**src/rtl/ahb_led_blink_pkg.sv**
```systemverilog
// rtl/ahb_led_blink_pkg.sv - register map, AHB encodings and state types for the LED blink controller
package ahb_led_blink_pkg;

  // Register byte offsets within the decoded window
  localparam logic [31:0] CTRL_OFS    = 32'h00;
  localparam logic [31:0] STATUS_OFS  = 32'h04;
  localparam logic [31:0] PERIOD_BASE = 32'h10;
  localparam logic [31:0] DUTY_BASE   = 32'h14;
  localparam logic [31:0] CH_STRIDE   = 32'h08;

  // Bit positions
  localparam int RESTART_BIT     = 31;
  localparam int STATUS_STOP_BIT = 16;

  // AHB encodings
  localparam logic [1:0] HTRANS_IDLE   = 2'b00;
  localparam logic [1:0] HTRANS_BUSY   = 2'b01;
  localparam logic [1:0] HTRANS_NONSEQ = 2'b10;
  localparam logic [1:0] HTRANS_SEQ    = 2'b11;
  localparam logic [2:0] HSIZE_WORD    = 3'b010;

  // Two-cycle ERROR response sequencer
  typedef enum logic [1:0] {
    ST_OKAY = 2'd0,
    ST_ERR1 = 2'd1,
    ST_ERR2 = 2'd2
  } err_state_e;

  function automatic logic [31:0] period_ofs(input int n);
    return PERIOD_BASE + CH_STRIDE * 32'(n);
  endfunction

  function automatic logic [31:0] duty_ofs(input int n);
    return DUTY_BASE + CH_STRIDE * 32'(n);
  endfunction

endpackage

```
**src/rtl/led_blink_channel.sv**
```systemverilog
// rtl/led_blink_channel.sv - one period/duty blink channel: wrapping counter plus registered compare
//
// Ports:
//   sys_clock, resetn : clock, asynchronous active-low reset
//   enable            : channel enable; low holds cnt at 0 and drives led low
//   stop              : freeze cnt and led
//   clear             : force cnt to 0 this cycle, overriding stop and counting
//   period, duty      : blink period and on-time in clock cycles
//   led               : registered LED drive, active high
module led_blink_channel #(
  parameter int CNT_W = 32
) (
  input  logic             sys_clock,
  input  logic             resetn,
  input  logic             enable,
  input  logic             stop,
  input  logic             clear,
  input  logic [CNT_W-1:0] period,
  input  logic [CNT_W-1:0] duty,
  output logic             led
);

  localparam logic [CNT_W-1:0] ONE = {{(CNT_W-1){1'b0}}, 1'b1};

  logic [CNT_W-1:0] cnt;
  logic             period_zero;
  logic             at_wrap;
  logic             led_next;

  always_comb begin
    period_zero = (period == '0);
    // >= rather than == so a counter already past a shrunken period still wraps
    at_wrap     = (cnt >= period - ONE);
    led_next    = enable & (period_zero ? (duty != '0) : (cnt < duty));
  end

  always_ff @(posedge sys_clock or negedge resetn) begin
    if (!resetn) begin
      cnt <= '0;
      led <= 1'b0;
    end else begin
      if (clear) begin
        cnt <= '0;
      end else if (!stop) begin
        if (!enable || period_zero || at_wrap) begin
          cnt <= '0;
        end else begin
          cnt <= cnt + ONE;
        end
      end
      if (!stop) begin
        led <= led_next;
      end
    end
  end

endmodule

```
**src/rtl/ahb_led_blink_ctrl.sv**
```systemverilog
// rtl/ahb_led_blink_ctrl.sv - AHB-Lite register bank driving NUM_LED period/duty blink channels
//
// Optional feature macro: AHB_LED_BLINK_CTRL_ERR_RESP_EN (two-cycle ERROR response for
// unmapped offsets and non-word writes; without it those complete OKAY with no effect).
//
// Ports:
//   sys_clock, resetn     : clock, asynchronous active-low reset
//   stop                  : freeze all channel counters; bus access unaffected
//   mem_ahb_hsel/hready/htrans/hwrite/haddr/hsize/hwdata : AHB-Lite slave inputs
//   mem_ahb_hreadyout/hresp/hrdata                       : AHB-Lite slave outputs
//   led                   : LED drive per channel, active high
module ahb_led_blink_ctrl
  import ahb_led_blink_pkg::*;
#(
  parameter int NUM_LED    = 2,
  parameter int CNT_W      = 32,
  parameter int ADDR_LSB_W = 8
) (
  input  logic               sys_clock,
  input  logic               resetn,
  input  logic               stop,
  input  logic               mem_ahb_hsel,
  input  logic               mem_ahb_hready,
  input  logic [1:0]         mem_ahb_htrans,
  input  logic               mem_ahb_hwrite,
  input  logic [31:0]        mem_ahb_haddr,
  input  logic [2:0]         mem_ahb_hsize,
  input  logic [31:0]        mem_ahb_hwdata,
  output logic               mem_ahb_hreadyout,
  output logic               mem_ahb_hresp,
  output logic [31:0]        mem_ahb_hrdata,
  output logic [NUM_LED-1:0] led
);

  logic                  accept;
  logic                  accept_ok;
  logic                  dp_valid;
  logic                  dp_write;
  logic                  dp_word;
  logic [ADDR_LSB_W-3:0] dp_addr;
  logic [31:0]           dp_off;
  logic                  commit;
  logic                  ctrl_we;
  logic                  restart;
  logic [NUM_LED-1:0]    period_we;
  logic [NUM_LED-1:0]    duty_we;
  logic [NUM_LED-1:0]    clear;
  logic [NUM_LED-1:0]    ctrl_en;
  logic [CNT_W-1:0]      period_q [NUM_LED];
  logic [CNT_W-1:0]      duty_q   [NUM_LED];
  logic [31:0]           rd_mux;

  // Address bits outside the decoded window and the htrans SEQ/NONSEQ distinction are don't-care
  logic unused_bits;
  assign unused_bits = &{1'b0, mem_ahb_haddr[31:ADDR_LSB_W], mem_ahb_haddr[1:0], mem_ahb_htrans[0]};

  assign accept = mem_ahb_hsel & mem_ahb_hready & mem_ahb_htrans[1];

`ifdef AHB_LED_BLINK_CTRL_ERR_RESP_EN
  logic [31:0] ap_off;
  logic        ap_mapped;
  logic        addr_err;
  err_state_e  err_state;
  err_state_e  err_next;

  always_comb begin
    ap_off = '0;
    ap_off[ADDR_LSB_W-1:0] = {mem_ahb_haddr[ADDR_LSB_W-1:2], 2'b00};
    ap_mapped = (ap_off == CTRL_OFS) || (ap_off == STATUS_OFS);
    for (int n = 0; n < NUM_LED; n++) begin
      if ((ap_off == period_ofs(n)) || (ap_off == duty_ofs(n))) begin
        ap_mapped = 1'b1;
      end
    end
    addr_err = !ap_mapped || (mem_ahb_hwrite && (mem_ahb_hsize != HSIZE_WORD));
  end

  // Errored transfers never reach the data-phase registers, so they cannot commit or read
  assign accept_ok = accept & ~addr_err;

  always_ff @(posedge sys_clock or negedge resetn) begin
    if (!resetn) begin
      err_state <= ST_OKAY;
    end else begin
      err_state <= err_next;
    end
  end

  always_comb begin
    err_next          = err_state;
    mem_ahb_hreadyout = 1'b1;
    mem_ahb_hresp     = 1'b0;
    case (err_state)
      ST_OKAY: begin
        if (accept && addr_err) err_next = ST_ERR1;
      end
      ST_ERR1: begin
        mem_ahb_hreadyout = 1'b0;
        mem_ahb_hresp     = 1'b1;
        err_next          = ST_ERR2;
      end
      ST_ERR2: begin
        mem_ahb_hresp = 1'b1;
        err_next      = (accept && addr_err) ? ST_ERR1 : ST_OKAY;
      end
      default: err_next = ST_OKAY;
    endcase
  end
`else
  assign accept_ok         = accept;
  assign mem_ahb_hreadyout = 1'b1;
  assign mem_ahb_hresp     = 1'b0;
`endif

  // Address-phase capture; only advances when the bus completes the previous transfer
  always_ff @(posedge sys_clock or negedge resetn) begin
    if (!resetn) begin
      dp_valid <= 1'b0;
      dp_write <= 1'b0;
      dp_word  <= 1'b0;
      dp_addr  <= '0;
    end else if (mem_ahb_hready) begin
      dp_valid <= accept_ok;
      dp_write <= mem_ahb_hwrite;
      dp_word  <= (mem_ahb_hsize == HSIZE_WORD);
      dp_addr  <= mem_ahb_haddr[ADDR_LSB_W-1:2];
    end
  end

  assign commit = dp_valid & dp_write & dp_word;

  // Data-phase decode: read mux and write strobes share one offset compare
  always_comb begin
    dp_off = '0;
    dp_off[ADDR_LSB_W-1:0] = {dp_addr, 2'b00};
    rd_mux    = '0;
    ctrl_we   = 1'b0;
    period_we = '0;
    duty_we   = '0;
    if (dp_off == CTRL_OFS) begin
      rd_mux[NUM_LED-1:0] = ctrl_en;
      ctrl_we             = commit;
    end
    if (dp_off == STATUS_OFS) begin
      rd_mux[NUM_LED-1:0]     = led;
      rd_mux[STATUS_STOP_BIT] = stop;
    end
    for (int n = 0; n < NUM_LED; n++) begin
      if (dp_off == period_ofs(n)) begin
        rd_mux[CNT_W-1:0] = period_q[n];
        period_we[n]      = commit;
      end
      if (dp_off == duty_ofs(n)) begin
        rd_mux[CNT_W-1:0] = duty_q[n];
        duty_we[n]        = commit;
      end
    end
  end

  assign mem_ahb_hrdata = (dp_valid && !dp_write) ? rd_mux : '0;

  assign restart = ctrl_we & mem_ahb_hwdata[RESTART_BIT];
  assign clear   = {NUM_LED{restart}} | period_we;

  always_ff @(posedge sys_clock or negedge resetn) begin
    if (!resetn) begin
      ctrl_en <= '0;
      for (int n = 0; n < NUM_LED; n++) begin
        period_q[n] <= '0;
        duty_q[n]   <= '0;
      end
    end else begin
      if (ctrl_we) ctrl_en <= mem_ahb_hwdata[NUM_LED-1:0];
      for (int n = 0; n < NUM_LED; n++) begin
        if (period_we[n]) period_q[n] <= mem_ahb_hwdata[CNT_W-1:0];
        if (duty_we[n])   duty_q[n]   <= mem_ahb_hwdata[CNT_W-1:0];
      end
    end
  end

  for (genvar g = 0; g < NUM_LED; g++) begin : g_ch
    led_blink_channel #(
      .CNT_W(CNT_W)
    ) u_ch (
      .sys_clock(sys_clock),
      .resetn   (resetn),
      .enable   (ctrl_en[g]),
      .stop     (stop),
      .clear    (clear[g]),
      .period   (period_q[g]),
      .duty     (duty_q[g]),
      .led      (led[g])
    );
  end

endmodule

```
**config.mk**
```make
export PLATFORM = sky130hd
export DESIGN_NAME = ahb_led_blink_ctrl
export DESIGN_NICKNAME = d
export VERILOG_FILES = /design/src/rtl/ahb_led_blink_pkg.sv /design/src/rtl/led_blink_channel.sv /design/src/rtl/ahb_led_blink_ctrl.sv
export SDC_FILE = /design/constraint.sdc
export NUM_CORES = 1
export LEC_CHECK = 0
export CAP_MARGIN = 30
export CORE_UTILIZATION = 48
export DETAILED_ROUTE_END_ITERATION = 10
export PLACE_DENSITY = 0.74
export SETUP_SLACK_MARGIN = 0.2
export SLEW_MARGIN = 10
export SYNTH_ARGS = -nofsm -noshare
export SYNTH_HDL_FRONTEND = slang
export SYNTH_SLANG_ARGS = --single-unit
export TNS_END_PERCENT = 100
```
**constraint.sdc**
```tcl
create_clock -name sys_clock -period 8.12 [get_ports sys_clock]
set_input_delay 1.624 -clock sys_clock [delete_from_list [all_inputs] [get_ports sys_clock]]
set_output_delay 1.624 -clock sys_clock [all_outputs]
set_load 0.05 [all_outputs]
```
[After elaboration in Yosys (flattened, before gate mapping)]
Cells that the tools add are included.
Word-level totals
  flip-flop bits (word level): 205
  latch bits: 0
  RAM bits: 0
  ROM bits: 0
  word-level logic and storage cells: 71
  memories kept: 0
Cells by class
  add/sub/neg operators: 4
  multiply operators: 0
  divide/modulo/power cells: 0
  order comparisons: 4
  equal/unequal tests: 8
  shift-type cells: 0
  multiplexer cells: 21
  bitwise operators: 8
  reductions and logical operators: 13
Operators by type and width (count)
  32-bit two-way mux: 11
  32-bit by 1-bit adder with 32-bit output, second input constant: 2
  32-bit >= comparator: 2
  32-bit zero test: 2
  32-bit less-than comparator: 2
  32-bit nonzero test: 2
  32-bit by 1-bit subtractor with 32-bit output, second input constant: 2
  6-bit by 3-bit equality test with 1-bit output, second input constant: 4
  1-bit two-way mux: 8
  1-bit AND: 7
  6-bit by 1-bit equality test with 1-bit output, second input constant: 1
  6-bit zero test: 1
  1-bit logical OR: 4
  2-bit two-way mux: 2
  2-bit by 1-bit != test with 1-bit output, second input constant: 2
  3-bit by 2-bit equality test with 1-bit output, second input constant: 1
  1-bit zero test: 3
  2-bit bitwise OR: 1
  1-bit logical AND: 1

[Longest topological paths before layout]
  depth in word-level cells: 8
  gate-level depth with buffers: 19
  mapped depth without buffers: 15

[Cells and area by module]
Synthesis repeated with hierarchy kept, for this count alone.
Unflattened totals
  cell total of the unflattened synthesis: 1480
  area, all modules: 14438.8 µm²
By module, submodules not included
  ahb_led_blink_ctrl: times used 1, cells an instance 506, area each 6621.4 µm², seq. area each 3478.3 µm²
  led_blink_channel (g_ch[0].u_ch): times used 1, cells an instance 498, area each 3933.8 µm², seq. area each 825.8 µm²
  led_blink_channel (g_ch[1].u_ch): times used 1, cells an instance 476, area each 3883.7 µm², seq. area each 825.8 µm²

[Worst setup path after synthesis]
Ideal clock, no wire load.
  path type: in2out
  start: input port stop
  end: output port mem_ahb_hrdata[16]
  arrival time: 2.985 ns
  required time: 6.496 ns
  slack: 3.511 ns
  stages: 6
  cell sequence: clkbuf_1 clkbuf_1 nand2_1 nor2_1 a31oi_1 nor2_1
On the way
  word-level cells in the longest chain between the ends: 6
RTL lines
  from (decl): RTL line ahb_led_blink_ctrl.sv:21  | input logic stop,
  1-bit two-way mux: RTL line ahb_led_blink_ctrl.sv:144  | if (dp_off == STATUS_OFS) begin
  32-bit two-way mux: RTL line ahb_led_blink_ctrl.sv:149  | if (dp_off == period_ofs(n)) begin
  32-bit two-way mux: RTL line ahb_led_blink_ctrl.sv:153  | if (dp_off == duty_ofs(n)) begin
  32-bit two-way mux: RTL line ahb_led_blink_ctrl.sv:149
  32-bit two-way mux: RTL line ahb_led_blink_ctrl.sv:153
  32-bit two-way mux: RTL line ahb_led_blink_ctrl.sv:160  | assign mem_ahb_hrdata = (dp_valid && !dp_write) ? rd_mux : '0;
  to (decl): RTL line ahb_led_blink_ctrl.sv:31  | output logic [31:0] mem_ahb_hrdata,
Every way passes these cells.

[Final worst setup path]
  start: register period_q[37] in the netlist's numbering
  end: register g_ch[0].u_ch.cnt[4]
On the way
  word-level cells in the longest chain between the ends: 6
  elaborated cells on any way between the ends: 8
  classes of those cells: add/sub (1); order compare (1); mux (3); reduce/logical (3)
RTL lines
  from (decl): RTL line ahb_led_blink_ctrl.sv:49  | logic [CNT_W-1:0] period_q [NUM_LED];
  from (signal, indexed assignment): RTL line ahb_led_blink_ctrl.sv:175  | if (period_we[n]) period_q[n] <= mem_ahb_hwdata[CNT_W-1:0];
  32-bit by 1-bit subtractor with 32-bit output or 32-bit zero test (tied branches): RTL line led_blink_channel.sv:33, led_blink_channel.sv:31
  32-bit >= comparator or 1-bit logical OR (tied branches): RTL line led_blink_channel.sv:33, led_blink_channel.sv:45
  1-bit logical OR (*): RTL line led_blink_channel.sv:45  | if (!enable || period_zero || at_wrap) begin
  32-bit two-way mux (*): RTL line led_blink_channel.sv:45
  32-bit two-way mux (*): RTL line led_blink_channel.sv:44  | end else if (!stop) begin
  32-bit two-way mux (*): RTL line led_blink_channel.sv:42  | if (clear) begin
  to (signal assigned): RTL line led_blink_channel.sv:48  | cnt <= cnt + ONE;
  to (decl): RTL line led_blink_channel.sv:25  | logic [CNT_W-1:0] cnt;
Mark *: on every way between the ends. The rest lies on a longest branch, timed or not. The select of a mux whose other input is x is not followed.
A chain may end at the register's enable or synchronous reset.

==> metrics.yaml <==
clock_network:
  cts.sinks: 205
  tritoncts: "done"
  cts-resized-gates: 0
  root_buffer: "clkbuf_16"
  cts_hold_buf: 0
  clockBufferDepth: 3
  clk_latency_ps: 540
  post-cts-setup-buffers: 0
  cts_buffers: 24
  path_clk_slew_ps: 60
  htree_levels: 1
synth:
  yosys.cell_types.count: 73
  synth-compound-area-share_pct: 9.34
  syn_avg_cell_area_um2: 10.3
  synth_top_family_by_area: "simple AND/OR/NAND/NOR gates"
  muxShareOfSynthArea_pct: 16.4
  synth.top_cells.by_area: "dfrtp_1, ha_1, mux2_2, mux4_2, xnor2_1"
  ys_seq_area_share_pct: 36.7
  syn_area_mm2: 0.0140
  yosys.area_share.simple_pct: 16.7
  synthAdderAreaFrac_pct: 11.6
  synth-seq-cells: 205
  yosys.area.top_type: "dfrtp_1"
  synth_xor_xnor_area_share_pct: 5.20
  synth_nets: 1558
  synth_ff_type: "dfrtp_1"
  synth-edff-count: 0
  synth-async-reset-ratio_pct: 100
  post-synth-top-area-fraction_pct: 36.7
  synthCells: 1353
  synth_warnings: 0
sta:
  whs_ps: 528
  rsz0062_at_grt: "false"
  fin_crit_sh_pct: 65.0
  slew_headroom_pct: 38.4
  maxSlewViolCount: 0
  max_freq_mhz: 189
  setup_viol: 0
  tns_ps: 0
  finalClockSkew_ps: 24.0
  fin_crit_ps: 5280
  finalHoldViolCount: 0
  max_slew.worst_pin.slew_ps: 923
routing:
  drt_wl_total_mm: 36.7
  vias: 10900
  drt_iter0_markers: 697
  routed_via_density: 5.96
  ant_nets: 0
  drc: 0
  routedWlPerCell_um: 20.2
  first_pass_iters: 5
worst_setup_path:
  critPathArrivalTime_ps: 5740
  crit_required_ps: 8570
  cp_max_fo: 16
  startpoint_type: "flop"
  worstSetupEndpointType: "flop"
  critPathKind: "reg2reg"
global_routing:
  grt_pass1_vias: 10900
  grt_use_total_pct: 24.8
  grt_first_pass_wirelength_mm: 59.1
  grt_overflow: 0
  grt_max_degree: 123
  antenna_found_initial: 0
status:
  status: "finished, final reports clean"
die:
  fp.dieH_um: 173
  start_util_pct: 48.7
  rows: 62
  coreArea_mm2: 0.0287
  design.die.area_mm2: 0.0298
  ioPinCount: 111
  die_x_um: 173
final_layout:
  layout-drive-gt1-share_pct: 17.3
  syn_to_final_growth_pct: 13.7
  final_nets: 1628
  diodes: 0
power_and_ir_drop:
  power-per-cell-area_mw_per_mm2: 155
  p_leak_uw: 0.00714
  ir_worst_vdd_mv: 0.151
job:
  drv_cap: 0
worst_hold_path:
  min_path_type: "reg2reg"
place:
  dp_hpwl_mm: 27.9
  place.gp.congestion: 0.891
  io_buffers: 81
## routing by layer
metal	up-vias	GRT usage, %	wire length, um
li1	5104	-	-
met1	5408	32.4	16200
met4	0	9.11	1450
met3	73	3.45	1520
met5	-	0	0
met2	273	42.1	17500
## cell usage after synthesis, drive strengths merged (36+ instances only)
cell type / n
o21ai: 51
nor2: 94
dfrtp: 205
ha: 130
mux2: 134
nor2b: 40
nand2: 65
xnor2: 59
nor4: 36
a21oi: 57
nand3: 42
inv: 80
## where the power goes
part	total, uW	internal, uW	leakage [uW]	switching [uW]
sequential	1120	1060	0.00266	66.1
clock	994	568	0.000350	426
combinational	350	159	0.00413	191
total	2470	1780	0.00714	682
## cells in the final DEF, fill, tap and decap left out, types with 7 or more instances in the layout
cell type and instances:
xor2_1 24, ha_1 130, a22o_1 18, o21ai_1 8, nor3_1 35, nor4_1 34, and3_1 15, mux2_2 134
inv_1 80, or3_1 22, nand3_1 42, mux4_2 32, nand4_1 27, nor2b_1 40, o21ai_0 43, a31oi_1 13
nor2_2 12, nand2_1 65, a21o_1 16, o21a_1 7, clkbuf_16 24, buf_4 10, xnor2_1 59, clkdlybuf4s50_1 80
nor2_1 81, a21oi_1 57, dfrtp_1 204, nand2b_1 13
## sequential cells by signal (all words and copies together), names as in the netlist
signal,flops
ctrl_en,2
g_ch.u_ch.cnt,64
dp_write,1
duty_q,64
dp_addr,6
dp_word,1
period_q,64
g_ch.u_ch.led,2
dp_valid,1
## cells by family (layout without fill, tap and decap cells)
group	Yosys count	after routing
AOI/OAI and AO/OA	200	200
and+or+nand+nor	431	431
other	2	2
DFF	205	205
buffers and inverters	130	214
xor gates and xnor gates	83	83
adders and majority gates	130	130
muxes	172	172
## layout make-up
| class | count | area [um^2] |
|---|---|---|
| Timing Repair Buffer | 94 | 965 |
| Multi-Input combinational cell | 1018 | 8310 |
| Fill cell | 2425 | 12800 |
| Inverter | 80 | 300 |
| Sequential cell | 205 | 5130 |
| Tap cell | 384 | 480 |
| Clock buffer | 32 | 661 |
| Clock inverter | 8 | 56.3 |
## path summary, 6_finish.rpt
path	start	depth (start not counted)	endpoint	slack (ps)
min reg2reg	dp_addr[4]	1	dp_addr[4]	530
max reg2reg	period_q[37]	15	g_ch[0].u_ch.cnt[4]	2840
min	dp_addr[4]	1	dp_addr[4]	530
max in group asynchronous	resetn	3	g_ch[1].u_ch.cnt[2]	6200
max	period_q[37]	15	g_ch[0].u_ch.cnt[4]	2840
min in group asynchronous	resetn	1	dp_write	960
## critical path: stages (launching register included)
cell and delay (ps):
dfrtp_1 480, or4_4 600, or2_1 280, or3_1 410, or2_1 300, nand2b_1 220, nor3_1 260, xnor2_1 160
ha_1 260, and3_1 180, o21ai_0 180, nand4b_1 120, a2111o_1 440, a211o_4 370, nor2_1 670, a22o_1 260
## metrics by stage
| step | instances | area (um^2) | power (uW) | utilization (%) | setup slack [ps] |
|---|---|---|---|---|---|
| 2_1_floorplan | 1353 | 14000 | 1360 | - | 3510 |
| 3_3_place_gp | 1777 | 15100 | 1470 | 52.6 | 2970 |
| 3_5_place_dp | 1779 | 15100 | 1490 | 52.7 | 2920 |
| 4_1_cts | 1819 | 15900 | 2480 | 55.2 | 2880 |
| 5_1_grt | 1821 | 15900 | 2570 | 55.4 | 2530 |
| 6_report | 1821 | 15900 | 2470 | 55.4 | 2840 |
No activity file was read; power rests on OpenSTA's default activity.
